`src/rtl/load_store_unit.sv`:
```
`timescale 1ns/1ps
// ---------------------------------------------------------------------------
// load_store_unit
//
// RV32I load/store unit. Takes one LOAD or STORE request at a time from the
// execute stage, checks it for legality and alignment, performs a single-beat
// word-wide data-memory access with byte-lane steering, and retires it with a
// one-cycle DONE pulse (plus WB_VALID for loads, FAULT for faults).
//
// Ports
//   CLK, RESET_N                 clock, asynchronous active-low reset
//   REQ_VALID / REQ_READY        request handshake from execute
//   OPCODE, FUNCT3, ADDR,
//   STORE_DATA, RD               request payload
//   MEM_REQ, MEM_WE, MEM_ADDR,
//   MEM_WSTRB, MEM_WDATA         data-memory request (held until MEM_ACK)
//   MEM_ACK, MEM_RDATA           data-memory completion and read data
//   WB_VALID, WB_RD, WB_DATA     load writeback
//   DONE, FAULT, FAULT_CAUSE     retirement status
//
// Parameter
//   TIMEOUT   cycles to wait for MEM_ACK before faulting; 0 disables
// ---------------------------------------------------------------------------
module load_store_unit #(
    parameter int TIMEOUT = 255
) (
    input  logic        CLK,
    input  logic        RESET_N,
    input  logic        REQ_VALID,
    output logic        REQ_READY,
    input  logic [6:0]  OPCODE,
    input  logic [2:0]  FUNCT3,
    input  logic [31:0] ADDR,
    input  logic [31:0] STORE_DATA,
    input  logic [4:0]  RD,
    output logic        MEM_REQ,
    output logic        MEM_WE,
    output logic [31:0] MEM_ADDR,
    output logic [3:0]  MEM_WSTRB,
    output logic [31:0] MEM_WDATA,
    input  logic        MEM_ACK,
    input  logic [31:0] MEM_RDATA,
    output logic        WB_VALID,
    output logic [4:0]  WB_RD,
    output logic [31:0] WB_DATA,
    output logic        DONE,
    output logic        FAULT,
    output logic [1:0]  FAULT_CAUSE
);

    localparam logic [6:0] OP_LOAD  = 7'b0000011;
    localparam logic [6:0] OP_STORE = 7'b0100011;

    localparam logic [1:0] CAUSE_MISALIGNED = 2'b00;
    localparam logic [1:0] CAUSE_ILLEGAL    = 2'b01;
    localparam logic [1:0] CAUSE_TIMEOUT    = 2'b10;

    localparam int CNT_W = (TIMEOUT > 1) ? $clog2(TIMEOUT + 1) : 1;

    typedef enum logic [1:0] {
        S_IDLE   = 2'd0,
        S_ACCESS = 2'd1,
        S_RESP   = 2'd2
    } state_t;

    state_t r_state;
    state_t w_next;

    // Captured request / datapath state
    logic             r_is_load;
    logic [2:0]       r_funct3;
    logic [1:0]       r_lane;
    logic             r_fault;
    logic [1:0]       r_cause;
    logic [CNT_W-1:0] r_cnt;
    logic             r_mem_we;
    logic [31:0]      r_mem_addr;
    logic [3:0]       r_mem_wstrb;
    logic [31:0]      r_mem_wdata;
    logic [4:0]       r_wb_rd;
    logic [31:0]      r_wb_data;

    logic             w_is_load;
    logic             w_is_store;
    logic             w_illegal;
    logic             w_misaligned;
    logic             w_accept;
    logic             w_timeout;
    logic [CNT_W-1:0] w_cnt_inc;

    // Byte-lane write enables for a store of the given size at the given lane.
    function automatic logic [3:0] f_wstrb(input logic [2:0] funct3,
                                           input logic [1:0] lane);
        logic [3:0] strb;
        case (funct3[1:0])
            2'b00:   strb = 4'b0001 << lane;
            2'b01:   strb = 4'b0011 << lane;
            default: strb = 4'b1111;
        endcase
        return strb;
    endfunction

    // Replicate the store value across lanes so the strobes pick the right copy.
    function automatic logic [31:0] f_wdata(input logic [2:0]  funct3,
                                            input logic [31:0] data);
        logic [31:0] wd;
        case (funct3[1:0])
            2'b00:   wd = {4{data[7:0]}};
            2'b01:   wd = {2{data[15:0]}};
            default: wd = data;
        endcase
        return wd;
    endfunction

    // Pull the addressed byte/halfword out of the read word and extend it;
    // FUNCT3[2] selects zero extension (BU/HU).
    function automatic logic [31:0] f_load(input logic [2:0]  funct3,
                                           input logic [1:0]  lane,
                                           input logic [31:0] rdata);
        logic [7:0]  b;
        logic [15:0] h;
        logic [31:0] res;
        b = rdata[{lane, 3'b000} +: 8];
        h = rdata[{lane[1], 4'b0000} +: 16];
        case (funct3[1:0])
            2'b00:   res = {{24{b[7] & ~funct3[2]}}, b};
            2'b01:   res = {{16{h[15] & ~funct3[2]}}, h};
            default: res = rdata;
        endcase
        return res;
    endfunction

    // Request classification
    assign w_is_load  = (OPCODE == OP_LOAD);
    assign w_is_store = (OPCODE == OP_STORE);

    always_comb begin
        w_illegal = 1'b1;
        if (w_is_load) begin
            case (FUNCT3)
                3'b000, 3'b001, 3'b010, 3'b100, 3'b101: w_illegal = 1'b0;
                default:                                w_illegal = 1'b1;
            endcase
        end else if (w_is_store) begin
            w_illegal = FUNCT3[2] | (FUNCT3[1:0] == 2'b11);
        end
    end

    always_comb begin
        case (FUNCT3[1:0])
            2'b01:   w_misaligned = ADDR[0];
            2'b10:   w_misaligned = (ADDR[1:0] != 2'b00);
            default: w_misaligned = 1'b0;
        endcase
    end

    assign w_accept  = REQ_VALID && (r_state == S_IDLE);
    assign w_cnt_inc = r_cnt + 1'b1;
    // MEM_ACK in the same cycle as the timeout takes precedence.
    assign w_timeout = (TIMEOUT != 0) && !MEM_ACK && (w_cnt_inc == CNT_W'(TIMEOUT));

    // FSM state register
    always_ff @(posedge CLK or negedge RESET_N) begin
        if (!RESET_N) begin
            r_state <= S_IDLE;
        end else begin
            r_state <= w_next;
        end
    end

    // FSM next state and control outputs
    always_comb begin
        w_next    = r_state;
        REQ_READY = 1'b0;
        MEM_REQ   = 1'b0;
        DONE      = 1'b0;
        FAULT     = 1'b0;
        WB_VALID  = 1'b0;
        case (r_state)
            S_IDLE: begin
                REQ_READY = 1'b1;
                if (REQ_VALID) begin
                    // Faulting requests skip the memory access entirely.
                    w_next = (w_illegal || w_misaligned) ? S_RESP : S_ACCESS;
                end
            end
            S_ACCESS: begin
                MEM_REQ = 1'b1;
                if (MEM_ACK || w_timeout) begin
                    w_next = S_RESP;
                end
            end
            S_RESP: begin
                DONE     = 1'b1;
                FAULT    = r_fault;
                WB_VALID = r_is_load & ~r_fault;
                w_next   = S_IDLE;
            end
            default: begin
                w_next = S_IDLE;
            end
        endcase
    end

    // Request capture, memory-side registers and load result
    always_ff @(posedge CLK or negedge RESET_N) begin
        if (!RESET_N) begin
            r_is_load   <= 1'b0;
            r_funct3    <= 3'b000;
            r_lane      <= 2'b00;
            r_fault     <= 1'b0;
            r_cause     <= 2'b00;
            r_cnt       <= '0;
            r_mem_we    <= 1'b0;
            r_mem_addr  <= 32'd0;
            r_mem_wstrb <= 4'b0000;
            r_mem_wdata <= 32'd0;
            r_wb_rd     <= 5'd0;
            r_wb_data   <= 32'd0;
        end else begin
            if (w_accept) begin
                r_is_load   <= w_is_load;
                r_funct3    <= FUNCT3;
                r_lane      <= ADDR[1:0];
                r_fault     <= w_illegal | w_misaligned;
                r_cnt       <= '0;
                r_mem_we    <= w_is_store;
                r_mem_addr  <= {ADDR[31:2], 2'b00};
                r_mem_wstrb <= w_is_store ? f_wstrb(FUNCT3, ADDR[1:0]) : 4'b0000;
                r_mem_wdata <= f_wdata(FUNCT3, STORE_DATA);
                r_wb_rd     <= RD;
                // Illegal outranks misaligned.
                if (w_illegal) begin
                    r_cause <= CAUSE_ILLEGAL;
                end else if (w_misaligned) begin
                    r_cause <= CAUSE_MISALIGNED;
                end
            end else if (r_state == S_ACCESS) begin
                if (MEM_ACK) begin
                    if (r_is_load) begin
                        r_wb_data <= f_load(r_funct3, r_lane, MEM_RDATA);
                    end
                end else begin
                    r_cnt <= w_cnt_inc;
                    if (w_timeout) begin
                        r_fault <= 1'b1;
                        r_cause <= CAUSE_TIMEOUT;
                    end
                end
            end
        end
    end

    assign MEM_WE      = r_mem_we;
    assign MEM_ADDR    = r_mem_addr;
    assign MEM_WSTRB   = r_mem_wstrb;
    assign MEM_WDATA   = r_mem_wdata;
    assign WB_RD       = r_wb_rd;
    assign WB_DATA     = r_wb_data;
    assign FAULT_CAUSE = r_cause;

endmodule

```
`config.mk`:
```
export PLATFORM = sky130hd
export DESIGN_NAME = load_store_unit
export DESIGN_NICKNAME = d
export VERILOG_FILES = /design/src/rtl/load_store_unit.sv
export SDC_FILE = /design/constraint.sdc
export NUM_CORES = 1
export LEC_CHECK = 0
export ABC_AREA = 1
export BUFFER_PORTS_ARGS = -buffer_cell sky130_fd_sc_hd__buf_2
export CORE_UTILIZATION = 30
export DETAILED_ROUTE_END_ITERATION = 6
export GPL_ROUTABILITY_DRIVEN = 1
export SLEW_MARGIN = 20
export SYNTH_ARGS = -nofsm -noshare
export SYNTH_HDL_FRONTEND = slang
export SYNTH_SLANG_ARGS = --single-unit
```
`constraint.sdc`:
```
create_clock -name CLK -period 1.7 [get_ports CLK]
set_input_delay 0.51 -clock CLK [delete_from_list [all_inputs] [get_ports CLK]]
set_output_delay 0.51 -clock CLK [all_outputs]
set_load 0.02 [all_outputs]
```
==> key figures <==
Outcome
  • Status: finished, violations left
  • Failing checks: setup timing

Route
  • DRT Pass-1 Iters: 5
  • DRT iter0 DRCs: between 300 and 400
  • Detailed-route via count: between 5000 and 6000
  • Final ANT Viol Nets: 0
  • Vias per inst: around 4.7
  • Avg WL per Cell: 15.1 um
  • WL final: 18100 um
  • DRC viols: 0

Critical path
  • CP endpoint kind: output pin
  • Worst path required time: roughly 1200 ps
  • Worst r2r path cells: 11
  • Worst Setup Path Type: reg2out
  • Worst EP arrival: 1350 ps
  • CP Max Fanout: 4
  • Crit path launch type: register

Logic synthesis
  • Unique cell type count in the Yosys netlist: 38
  • Post-Synthesis Cells: 700
  • Cell with the most instances after synthesis: nand2_1
  • Ys flop type: dfrtp_1
  • Cell taking the most area after synthesis: dfrtp_1
  • Synth top area share: 0.535
  • Post-synthesis area per instance: around 8.2 sq um
  • Ranking of synthesized cells by area: dfrtp_1, nand2_1, a21oi_1
  • Syn Std Cell Area: between 5000 and 6000 sq um
  • EDFF count, synth: 0
  • FFs w/ async S/R, synth: 1.00
  • Sequential share of the synthesized area: 0.535
  • Ys Warns: 0
  • Commonest cells post-synth: nand2_1, dfrtp_1, a21oi_1
  • Yosys reg bits: 123

Final layout
  • Fillers: about 1900
  • Share of post-route cells with drive strength above 1: 0.350
  • Antenna diodes: 0
  • Post-layout util: 0.439
  • Synthesis-to-layout area growth: 43.1%
  • # nets final: 1076

STA
  • Worst hold slack: a little under 300 ps
  • Setup violations, final: 4
  • Setup TNS: -336 ps
  • RSZ-0062 raised after global routing: true
  • Final max-slew violation count: 0
  • Final Worst Setup Slack: -161 ps
  • Final hold viol count: 0
  • Max Clk Rate: 537 MHz
  • Clk_skew: ~9 ps
  • Minimum clock period: 1860 ps
  • Final period utilization: 1.09

Run
  • Number of max-cap violations: 0

GRT
  • Global-route wire length before repair: approximately 28000 um
  • GRT overflow: 0
  • Largest net degree at the start of global routing: 73
  • Number of global-route vias before repair: 5541
  • GRT Total Usage: 0.187
  • Initial antenna violation count: 0

Floorplan
  • Rows: 50
  • Die Y: about 140 um
  • Die area: 19700 sq um
  • Core area: about 19000 sq um
  • Effective utilization at floorplan: 0.307
  • Ports: ~230
  • Die Span X: about 140 um

Pwr
  • Max IR drop VDD: 0.000624 V
  • Design Power: a little over 9 mW
  • Power Dens Cells: 1110 nW/um^2
  • Lkg Pwr: roughly 4.5 nW

Placed design
  • Final weighted congestion of routability-driven global placement: 0.862
  • Post-Place Worst Slack: -123 ps
  • HPWL after DPL: about 13000 um
  • Port Buf Inserts: ~230

CTS
  • Worst skew pair latency: about 400 ps
  • CTS Buffer Depth: 2
  • CTS tree: yes
  • Clock transition at path regs: approximately 60 ps
  • Clk sink count: ~120
  • H-tree levels: 4
  • Num CTS Buffers: 17
  • Root buffer cell: clkbuf_16

Worst hold path
  • Min-Delay Path Depth: 3
  • Hold Path Class: in2reg
-- report_power, final --
| group | internal [mW] | switching (mW) |
|---|---|---|
| Combinational | 0.585 | 1.08 |
| Clock | 2.74 | 1.40 |
| Sequential | 3.19 | 0.181 |
| Total | 6.52 | 2.67 |
-- metal layers --
| layer | global-route usage | share of wire | up-vias |
|---|---|---|---|
| met5 | 0 | 0 | - |
| met4 | 0.0526 | 0.0099 | 0 |
| met3 | 0.0725 | 0.091 | 10 |
| met2 | 0.307 | 0.47 | 236 |
| met1 | 0.228 | 0.43 | 2637 |
| li1 | - | - | 2777 |
-- critical path: stages (launching register included) --
cell     delay [ps]
dfrtp_1         420
inv_2            80
nor4_2          240
buf_4           200
-- area by class of cell --
| class | count | area [sq um] | share of cell area |
|---|---|---|---|
| Inverter | 55 | 225 | 0.0273 |
| Clock inverter | 12 | 210 | 0.0255 |
| Timing Repair Buffer | 270 | 1620 | 0.197 |
| Multi-Input combinational cell | 488 | 2340 | 0.284 |
| Clock buffer | 20 | 467 | 0.0567 |
| Tap cell | 234 | 293 | 0.0355 |
| Sequential cell | 123 | 3080 | 0.374 |
-- registers in the layout (all words and copies together), names as in the netlist, 3 cells and up --
| register | flops |
|---|---|
| MEM_WDATA | 32 |
| MEM_WSTRB | 4 |
| MEM_ADDR | 30 |
| WB_RD | 5 |
| r_funct3 | 3 |
| WB_DATA | 32 |
| r_cnt | 8 |
-- path summary, 6_finish.rpt --
kind | from | slack [ps] | endpoint
max in group asynchronous | RESET_N | 650 | r_state[0]$_DFFE_PN0P_
hold / removal | ADDR[6] | 290 | MEM_ADDR[6]$_DFFE_PN0P_
setup reg to reg | r_state[1]$_DFFE_PN0P_ | 30 | WB_DATA[0]$_DFFE_PN0P_
min in group asynchronous | RESET_N | 510 | r_cnt[2]$_DFFE_PN0P_
hold reg to reg | FAULT_CAUSE[1]$_DFFE_PN0P_ | 470 | FAULT_CAUSE[1]$_DFFE_PN0P_
setup / recovery | r_state[1]$_DFFE_PN0P_ | -160 | WB_VALID
-- placed cells by master (no fill, tap or decap), drive strengths merged, types with 2 or more instances in the layout --
master    count
buf         267
nand2       235
dfrtp       123
a21oi        88
o21ai        62
inv          56
nor2         51
clkbuf       22
nand3        12
o22ai        11
o221ai        6
ha            6
bufinv        5
nand4         4
clkinv        4
nor3          2
clkinvlp      2
a211oi        2
conb          2
-- logic make-up (layout without fill, tap and decap cells) --
kind of cell | Yosys count | in the layout | share of synthesized area
xor+xnor | 1 | 1 | 0.00152
fa+ha+maj | 6 | 6 | 0.0130
simple gates | 306 | 306 | 0.215
other cells | 1 | 2 | 0.000652
buf+inv | 90 | 357 | 0.0707
compound gates | 173 | 173 | 0.164
flops | 123 | 123 | 0.535
-- stage by stage --
step | cells | instance area, sq um
after global placement | 1159 | 7320
after detailed placement | 1159 | 7320
final | 1202 | 8240
after floorplan | 701 | 5760
after CTS | 1194 | 8040
after global routing | 1202 | 8240
-- timing repair --
action | CTS | global route
gates cloned | 0 | 2
pin swaps | 1 | 5
gates resized for setup | 8 | 27
buffers inserted | 2 | 6
endpoints found under the setup margin | 4 | 20
hold buffers | 1 | 0
endpoints found under the hold margin | 10 | 0
Power figures use the tool's default switching activity.
